==> config.mk <==
export PLATFORM = sky130hd
export DESIGN_NAME = fft_frame_writer
export DESIGN_NICKNAME = d
export VERILOG_FILES = /design/src/rtl/fft_frame_writer.sv
export SDC_FILE = /design/constraint.sdc
export NUM_CORES = 1
export LEC_CHECK = 0
export BUFFER_PORTS_ARGS = -buffer_cell sky130_fd_sc_hd__buf_2
export CORE_ASPECT_RATIO = 0.9
export CORE_MARGIN = 1
export CORE_UTILIZATION = 50
export DETAILED_ROUTE_END_ITERATION = 12
export PLACE_DENSITY = 0.8
export SYNTH_ARGS = -nofsm -noshare
export SYNTH_HDL_FRONTEND = slang
export SYNTH_SLANG_ARGS = --single-unit
==> constraint.sdc <==
create_clock -name clk -period 1.75 [get_ports clk]
set_input_delay 0.2625 -clock clk [delete_from_list [all_inputs] [get_ports clk]]
set_output_delay 0.2625 -clock clk [all_outputs]
set_load 0.01 [all_outputs]
==> src/rtl/fft_frame_writer.sv <==
// Producer side of the FFT capture RAM write port: packs a valid-qualified sample stream into
// gap-free DEPTH-sample frames and hands each completed frame to the reader with arm_read.
module fft_frame_writer #(
  parameter int unsigned WIDTH   = 16,
  parameter int unsigned DEPTH   = 1024,
  parameter int unsigned WDDRM   = $clog2(DEPTH),
  parameter int unsigned HOLDOFF = DEPTH + 2
) (
  input  logic             clk,
  input  logic             rst_n,
  input  logic             start,
  input  logic             stop,
  input  logic             cont,
  input  logic             trig_en,
  input  logic             trig,
  input  logic             s_valid,
  input  logic [WIDTH-1:0] s_data,
  output logic             s_ready,
  output logic             wren,
  output logic             arm_read,
  output logic [WIDTH-1:0] wrdata,
  output logic             busy,
  output logic             frame_done,
  output logic             gap_err,
  output logic [15:0]      frame_cnt,
  output logic [7:0]       abort_cnt
);

  localparam int unsigned      HCW      = $clog2(HOLDOFF + 1) + 1;
  localparam logic [WDDRM-1:0] LastIdx  = WDDRM'(DEPTH - 1);
  localparam logic [HCW-1:0]   HoldLast = HCW'(HOLDOFF);

  typedef enum logic [2:0] {StIdle, StArm, StFill, StHandoff, StHold} state_e;

  state_e           state_q, state_d;
  logic [WDDRM-1:0] idx_q, idx_d;
  logic [HCW-1:0]   hold_q, hold_d;
  logic             trig_q, trig_d;
  logic             s_ready_q, s_ready_d;
  logic             wren_q, wren_d;
  logic             arm_read_q, arm_read_d;
  logic [WIDTH-1:0] wrdata_q, wrdata_d;
  logic             busy_q, busy_d;
  logic             frame_done_q, frame_done_d;
  logic             gap_err_q, gap_err_d;
  logic [15:0]      frame_cnt_q, frame_cnt_d;
  logic [7:0]       abort_cnt_q, abort_cnt_d;

  always_comb begin
    state_d      = state_q;
    idx_d        = idx_q;
    hold_d       = hold_q;
    trig_d       = trig;
    wren_d       = 1'b1;
    arm_read_d   = 1'b0;
    frame_done_d = 1'b0;
    gap_err_d    = 1'b0;
    wrdata_d     = wrdata_q;
    frame_cnt_d  = frame_cnt_q;
    abort_cnt_d  = abort_cnt_q;

    if (stop) begin
      state_d = StIdle;
      idx_d   = '0;
      hold_d  = '0;
    end else begin
      unique case (state_q)
        StIdle: begin
          if (start) state_d = StArm;
        end
        StArm: begin
          if (!trig_en || (trig && !trig_q)) state_d = StFill;
        end
        StFill: begin
          if (s_valid) begin
            wren_d   = 1'b0;
            wrdata_d = s_data;
            if (idx_q == LastIdx) begin
              idx_d   = '0;
              state_d = StHandoff;
            end else begin
              idx_d = idx_q + WDDRM'(1);
            end
          end else if (idx_q != '0) begin
            // Gap inside a started frame: leave wren high so the RAM address resets.
            gap_err_d = 1'b1;
            if (abort_cnt_q != 8'hFF) abort_cnt_d = abort_cnt_q + 8'd1;
            idx_d   = '0;
            state_d = StArm;
          end
        end
        StHandoff: begin
          arm_read_d   = 1'b1;
          frame_done_d = 1'b1;
          frame_cnt_d  = frame_cnt_q + 16'd1;
          hold_d       = '0;
          state_d      = StHold;
        end
        StHold: begin
          // The handoff cycle itself counts as the first of HOLDOFF+1 hold cycles.
          if (hold_q == HoldLast) begin
            hold_d  = '0;
            state_d = cont ? StArm : StIdle;
          end else begin
            hold_d = hold_q + HCW'(1);
          end
        end
        default: state_d = StIdle;
      endcase
    end

    s_ready_d = (state_d == StFill);
    busy_d    = (state_d != StIdle);
  end

  always_ff @(posedge clk or negedge rst_n) begin
    if (!rst_n) begin
      state_q      <= StIdle;
      idx_q        <= '0;
      hold_q       <= '0;
      trig_q       <= 1'b0;
      s_ready_q    <= 1'b0;
      wren_q       <= 1'b1;
      arm_read_q   <= 1'b0;
      wrdata_q     <= '0;
      busy_q       <= 1'b0;
      frame_done_q <= 1'b0;
      gap_err_q    <= 1'b0;
      frame_cnt_q  <= '0;
      abort_cnt_q  <= '0;
    end else begin
      state_q      <= state_d;
      idx_q        <= idx_d;
      hold_q       <= hold_d;
      trig_q       <= trig_d;
      s_ready_q    <= s_ready_d;
      wren_q       <= wren_d;
      arm_read_q   <= arm_read_d;
      wrdata_q     <= wrdata_d;
      busy_q       <= busy_d;
      frame_done_q <= frame_done_d;
      gap_err_q    <= gap_err_d;
      frame_cnt_q  <= frame_cnt_d;
      abort_cnt_q  <= abort_cnt_d;
    end
  end

  assign s_ready    = s_ready_q;
  assign wren       = wren_q;
  assign arm_read   = arm_read_q;
  assign wrdata     = wrdata_q;
  assign busy       = busy_q;
  assign frame_done = frame_done_q;
  assign gap_err    = gap_err_q;
  assign frame_cnt  = frame_cnt_q;
  assign abort_cnt  = abort_cnt_q;

endmodule

==> impl_metrics.json, run 1 <==
{
  "dpl.hpwl_um": 5830,
  "die_width_um": 90.1,
  "final_critical_path_setup_slack_ns": -0.0685,
  "routed_via_density": 5.62,
  "antenna_cells": 0,
  "clock_insertion_delay_worst_skew_ns": 0.35,
  "cts_inserted_buffers": 9,
  "comb_power_share_pct": 20.3,
  "critPathKind": "flip-flop to flip-flop",
  "power.static_leakage_nw": 2.21,
  "root_buffer_selected_by_cts": "clkbuf_8",
  "fin_area_um2": 4520,
  "fraction_of_layout_cells_with_a_size_suffix_above_1_pct": 40.4,
  "initial_antenna_violation_count": 0,
  "overall_die_area_um2": 7320,
  "grt_pass1_vias": 2821,
  "synth.cell_area_um2": 3490,
  "placedInstanceArea_um2": 4170,
  "globalRoute.busiestLayer": "met2",
  "finalWorstPathRequiredPeriod_ns": 1.82,
  "seq_area_frac_synth_pct": 50.9,
  "io_pins": 70,
  "timing.hold.worst.class": "primary input to flip-flop",
  "critPathRequiredTime_ns": 1.99,
  "drt_iter0_drc": 161,
  "switchingPower_mw": 1.19,
  "vdd_drop_max_v": 0.000372,
  "route.detailed.wl_per_inst_um": 15.8,
  "synthDominantAreaCellType": "dfrtp_1",
  "max-slew-margin-rel_pct": 66.6,
  "cts_htree_levels": 3,
  "grt_pass1_wl_um": 13300,
  "power.density_cell_area_nw_per_um2": 928,
  "hold-worst-slack_ns": 0.0414,
  "layout_worst_path_cycle_share_pct": 104,
  "detailedRoute.firstPassIterationCount": 4,
  "finalPower_mw": 4.20,
  "synth_fp_nets": 347,
  "max_slew.worst_pin.slew_ns": 0.499,
  "vias": 2927,
  "synth-edff-count": 0,
  "startpoint_type": "flip-flop",
  "areaGrowthSynthToFinish_pct": 29.5,
  "route.detailed.drc": 0,
  "setup_total_negative_slack_ns": -0.139,
  "setup_viol_count_final": 4,
  "cp.arrival_ns": 2.06,
  "endpoint_kind": "flip-flop",
  "global_route.usage.met2_pct": 40.4,
  "max_freq_mhz": 550,
  "worst-path-max-fanout": 7,
  "num_rows": 28,
  "post-synth-top-area-fraction_pct": 50.2,
  "port-buffer-count": 69,
  "core_area_um2": 6660,
  "detail_route.wirelength_um": 8210,
  "design_internal_power_mw": 3.01,
  "postSynthRegisterBits": 71,
  "postSynth.asyncResetShare_pct": 100,
  "ys_top_cells_by_area": "dfrtp_1, mux2_2, xnor2_1, nand4_1, and3_1",
  "clk_transition_reported_paths_ns": 0.08,
  "die_h_um": 81.3,
  "timing_hold_violations_final": 0,
  "syn_inst": 317,
  "groute.layer.met1.usage_pct": 30.1,
  "violations": "negative setup slack",
  "finalMaxSlewViolations": 0,
  "maximum_number_of_pins_on_one_net_before_global_route_repair": 29,
  "grt_overflow": 0,
  "share_clk_of_total_power_pct": 31.9,
  "cts-root-to-sink-buffers": 2,
  "avgSynthCellArea_um2": 11.0,
  "yosys_warnings": 0,
  "tritoncts": "yes",
  "ys_dominant_reg_cell": "dfrtp_1",
  "rsz0062_at_grt": "true",
  "globalplace.congestion": 0.923,
  "finish.net_count": 456,
  "floorplan.initialDensity_pct": 52.5,
  "antenna_violating_nets_post_route": 0,
  "drv_cap": 0,
  "post-route-util_pct": 68.0,
  "share_seq_of_total_power_pct": 47.7,
  "synth_cell_type_count": 50,
  "status": "finished, violations left",
  "final.setup_skew_ns": 0.00960,
  "groute.usage.overall_pct": 23.4,
  "grt_use_met3_pct": 6.09,
  "clock_sinks": 71,
  "switching_share_pct": 28.3
}
==> stage by stage <==
| stage | cells | setup WS, ns |
|---|---|---|
| floorplan | 317 | -0.00943 |
| global placement | 494 | 0.0177 |
| CTS | 519 | -0.0412 |
| detailed placement | 494 | -0.0488 |
| global route | 521 | -0.119 |
| finish | 521 | -0.0685 |
==> final cells by class <==
cell class / count / area (um^2)
fill: 487 / 2130
sequential: 71 / 1780
multi-input combinational: 221 / 1700
timing repair buffer: 115 / 701
clock buffer: 10 / 138
tap: 90 / 113
clock inverter: 6 / 68.8
inverter: 8 / 30.0
==> power by group through the flow <==
| stage | combinational [mW] | clock, mW | sequential (mW) |
|---|---|---|---|
| floorplan | 0.298 | 0 | 2.13 |
| global placement | 0.777 | 0 | 2.01 |
| detailed placement | 0.807 | 0 | 2.03 |
| CTS | 0.840 | 1.37 | 2.00 |
| global route | 0.937 | 1.44 | 2.03 |
| finish | 0.854 | 1.34 | 2.00 |
==> synth_stat cells (9+ instances only) <==
master	n
and4_1	9
nand3_1	15
dfrtp_1	70
o21ai_0	9
xnor2_1	20
a31oi_1	13
nor2_1	11
nand2_1	16
mux2_2	16
nand4_1	18
and3_1	14
clkbuf_1	11
==> registers in the layout (all words and copies together), names as in the netlist <==
name and flops:
frame_cnt 16, s_ready 1, frame_done 1, abort_cnt 8
state_q 3, gap_err 1, trig_q 1, wrdata 16
idx_q 10, hold_q 12, busy 1, wren 1
==> logic make-up after synthesis <==
| family | after synthesis | share of synthesized area [%] |
|---|---|---|
| simple gates | 122 | 21.7 |
| flops | 71 | 50.9 |
| compound gates | 47 | 9.21 |
| xor+xnor | 26 | 6.52 |
| buf+inv | 25 | 2.97 |
| mux | 20 | 6.48 |
| fa+ha+maj | 6 | 2.15 |
==> path summary, 6_finish.rpt <==
path | from | to | slack (ns) | depth (start not counted)
worst max-delay path | idx_q[0] | abort_cnt[1] | -0.07 | 8
worst min-delay path | trig | trig_q | 0.04 | 1
worst max register to register | idx_q[0] | abort_cnt[1] | -0.07 | 8
worst min register to register | frame_cnt[15] | frame_cnt[15] | 0.48 | 1
max in group asynchronous | rst_n | frame_cnt[13] | 0.87 | 3
min in group asynchronous | rst_n | idx_q[5] | 0.28 | 2
==> worst max-delay path, cell delays in order (launching register included) <==
cell	delay, ns
dfrtp_1	0.42
inv_2	0.10
ha_4	0.13
nor4b_4	0.23
buf_4	0.19
buf_4	0.12
a31oi_4	0.11
nand2_2	0.11
mux2_4	0.30
==> routing by layer <==
layer,up-vias,wire [um],share of wire [%]
met5,-,0,0
met4,0,72,0.88
met3,10,546,6.7
met2,101,3960,48
met1,1421,3630,44
li1,1395,-,-
==> layout by cell type (no fill, tap or decap), types with 3 or more instances in the layout <==
cell | netlist | routed
o22ai_1 | 3 | 3
and4_1 | 9 | 7
buf_2 | 5 | 69
nand3_1 | 15 | 15
a21oi_1 | 3 | 3
and2_1 | 5 | 5
inv_1 | 8 | 6
nor2_1 | 11 | 11
dfrtp_1 | 70 | 70
nor3_2 | 1 | 3
o21ai_0 | 9 | 9
a31oi_1 | 13 | 11
nand2b_1 | 7 | 7
o211ai_1 | 4 | 4
and3_1 | 14 | 14
nand4_1 | 18 | 18
a41oi_1 | 4 | 3
mux2_2 | 16 | 16
clkbuf_8 | 0 | 10
ha_1 | 6 | 5
xor2_1 | 6 | 6
nand2_1 | 16 | 15
xnor2_1 | 20 | 20
buf_4 | 1 | 43
==> what timing repair did <==
action,CTS,global route
hold buffers,1,0
setup buffers,8,2
resized for setup,2,14
gates cloned,0,0
endpoints found under the setup margin,1,25
pin swaps,6,8
endpoints found under the hold margin,6,0
Note: power is estimated with default switching activity, not from simulation.
==> run 2, diff against run 1 <==
--- a/config.mk
+++ b/config.mk
@@ -11,6 +11,7 @@
 export CORE_UTILIZATION = 50
 export DETAILED_ROUTE_END_ITERATION = 12
 export PLACE_DENSITY = 0.8
+export SETUP_SLACK_MARGIN = 0.5
 export SYNTH_ARGS = -nofsm -noshare
 export SYNTH_HDL_FRONTEND = slang
 export SYNTH_SLANG_ARGS = --single-unit
==> run 2 against run 1 <==
Against the previous run: the flow still finishes with violations (negative setup slack); sequential cell count did not move; via count rose by 15%; setup slack got worse by 0.086 ns; die area did not move; routed wire length rose by 46%; non-clock buffer count rose by 24.
==> impl_metrics.json, run 2 (same netlist as run 1, synthesis figures left out) <==
{
  "final_cells": 545,
  "areaGrowthSynthToFinish_pct": 54.8,
  "drt_iter0_drc": 271,
  "max_freq_mhz": 525,
  "fraction_of_layout_cells_with_a_size_suffix_above_1_pct": 59.6,
  "critPathKind": "flip-flop to flip-flop",
  "groute.usage.overall_pct": 25.6,
  "power.density_cell_area_nw_per_um2": 821,
  "port-buffer-count": 69,
  "floorplan.initialDensity_pct": 52.5,
  "cts-root-to-sink-buffers": 2,
  "detail_route.wirelength_um": 12000,
  "power.static_leakage_nw": 2.55,
  "design_internal_power_mw": 3.08,
  "status": "finished, violations left",
  "switchingPower_mw": 1.36,
  "clk_transition_reported_paths_ns": 0.09,
  "rsz0062_at_grt": "true",
  "overall_die_area_um2": 7320,
  "core_area_um2": 6660,
  "filler_cell_count": 350,
  "finish.net_count": 480,
  "die_width_um": 90.1,
  "worstHoldPathCells": 1,
  "final.setup_skew_ns": 0.0126,
  "grt_overflow": 0,
  "final_critical_path_setup_slack_ns": -0.154,
  "timing_hold_violations_final": 0,
  "vdd_drop_max_v": 0.000492,
  "area_occupied_by_multi_input_gates_um2": 2210,
  "drv_cap": 0,
  "hold-worst-slack_ns": 0.0271,
  "timing.hold.worst.class": "primary input to flip-flop",
  "rrSetupSlack_ns": -0.15,
  "worst-path-max-fanout": 2,
  "io_pins": 70,
  "share_seq_of_total_power_pct": 45.8,
  "maximum_number_of_pins_on_one_net_before_global_route_repair": 31,
  "grt_pass1_vias": 2992,
  "crit_path_max_incr_delay_ns": 0.48,
  "detailedRoute.firstPassIterationCount": 5,
  "route.detailed.drc": 0,
  "post-route-util_pct": 81.2,
  "clock_insertion_delay_worst_skew_ns": 0.36,
  "vias": 3374,
  "max-slew-margin-rel_pct": 64.8,
  "crit_path_cell_trace": "inv_1, ha_2, nor4b_4, nand3_2, and2_4, or4_1",
  "die_h_um": 81.3,
  "slowest_stage": "or4_1",
  "route.detailed.wl_per_inst_um": 22.0,
  "antenna_cells": 0,
  "globalplace.congestion": 0.905,
  "dpl.hpwl_um": 5950,
  "finalMaxSlewViolations": 0,
  "setup_viol_count_final": 15,
  "comb_power_share_pct": 24.8,
  "antenna_violating_nets_post_route": 0,
  "cts_htree_levels": 3,
  "layout_commonest_cell": "buf_2",
  "commonest_cells_after_routing_fill_and_taps_aside": "buf_2, dfrtp_1, buf_4",
  "fin_area_um2": 5410,
  "ff2ff_path_depth": 6,
  "cts_inserted_buffers": 9,
  "share_clk_of_total_power_pct": 29.5,
  "max_slew.worst_pin.slew_ns": 0.529,
  "tritoncts": "yes",
  "critPathRequiredTime_ns": 1.97,
  "endpoint_kind": "flip-flop",
  "grt_pass1_wl_um": 14500,
  "root_buffer_selected_by_cts": "clkbuf_8",
  "violations": "negative setup slack",
  "routed_via_density": 6.19,
  "num_rows": 28,
  "placedInstanceArea_um2": 4340,
  "startpoint_type": "flip-flop",
  "seqCellArea_um2": 1790,
  "finalWorstPathRequiredPeriod_ns": 1.90,
  "clock_sinks": 71,
  "switching_share_pct": 30.6,
  "placed_cells_incl_taps": 499,
  "layout_worst_path_cycle_share_pct": 109,
  "cp.arrival_ns": 2.12,
  "initial_antenna_violation_count": 0
}
## run 2: final timing paths
kind                                    start            end
max in group asynchronous               rst_n           wren
worst min register to register  frame_cnt[15]  frame_cnt[15]
worst max register to register      hold_q[0]           busy
worst min-delay path                     trig         trig_q
min in group asynchronous               rst_n   frame_cnt[2]
worst max-delay path                hold_q[0]           busy
## run 2: what timing repair did
action,4_1_cts,5_1_grt
setup buffers,8,17
hold endpoints to repair,17,0
resized for setup,41,99
endpoints found under the setup margin,71,79
pin swaps,13,42
hold buffers,1,0
cloned,1,3
## run 2: routing by layer
layer	global-route usage (%)	up-vias	wire, um
met1	32.6	1651	4810
met5	0	-	0
li1	-	1452	-
met4	9.68	0	400
met3	6.18	52	833
met2	42.8	219	5920
## run 2: worst max-delay path: cells and delay by family, from the launching register on
kind	cells	cell delay, ns
fa+ha+maj	1	0.21
buf+inv	1	0.08
flops	1	0.41
simple gates	4	1.07
## run 2: cell type report
type	count	area share (%)
Tap cell	90	2.08
Clock inverter	5	0.717
Inverter	8	0.555
Multi-Input combinational cell	221	40.8
Sequential cell	71	33.2
Timing Repair Buffer	139	19.8
Clock buffer	11	2.80
## run 2: per-stage QoR
step	TNS (ns)	total power, mW	setup WS (ns)
after detailed placement	-0.0218	2.88	-0.0218
after floorplan	0	2.47	0.00840
after global routing	-1.76	4.61	-0.217
after CTS	-0.0265	4.18	-0.0133
final	-0.669	4.44	-0.154
after global placement	0	2.83	0.0390
## run 2: power groups by stage
stage               Sequential, mW  Clock (mW)  Combinational, mW
floorplan                     2.14           0              0.334
global placement              2.01           0              0.817
detailed placement            2.03           0              0.851
CTS                           2.01        1.30              0.877
global route                  2.06        1.38               1.16
finish                        2.03        1.31               1.10
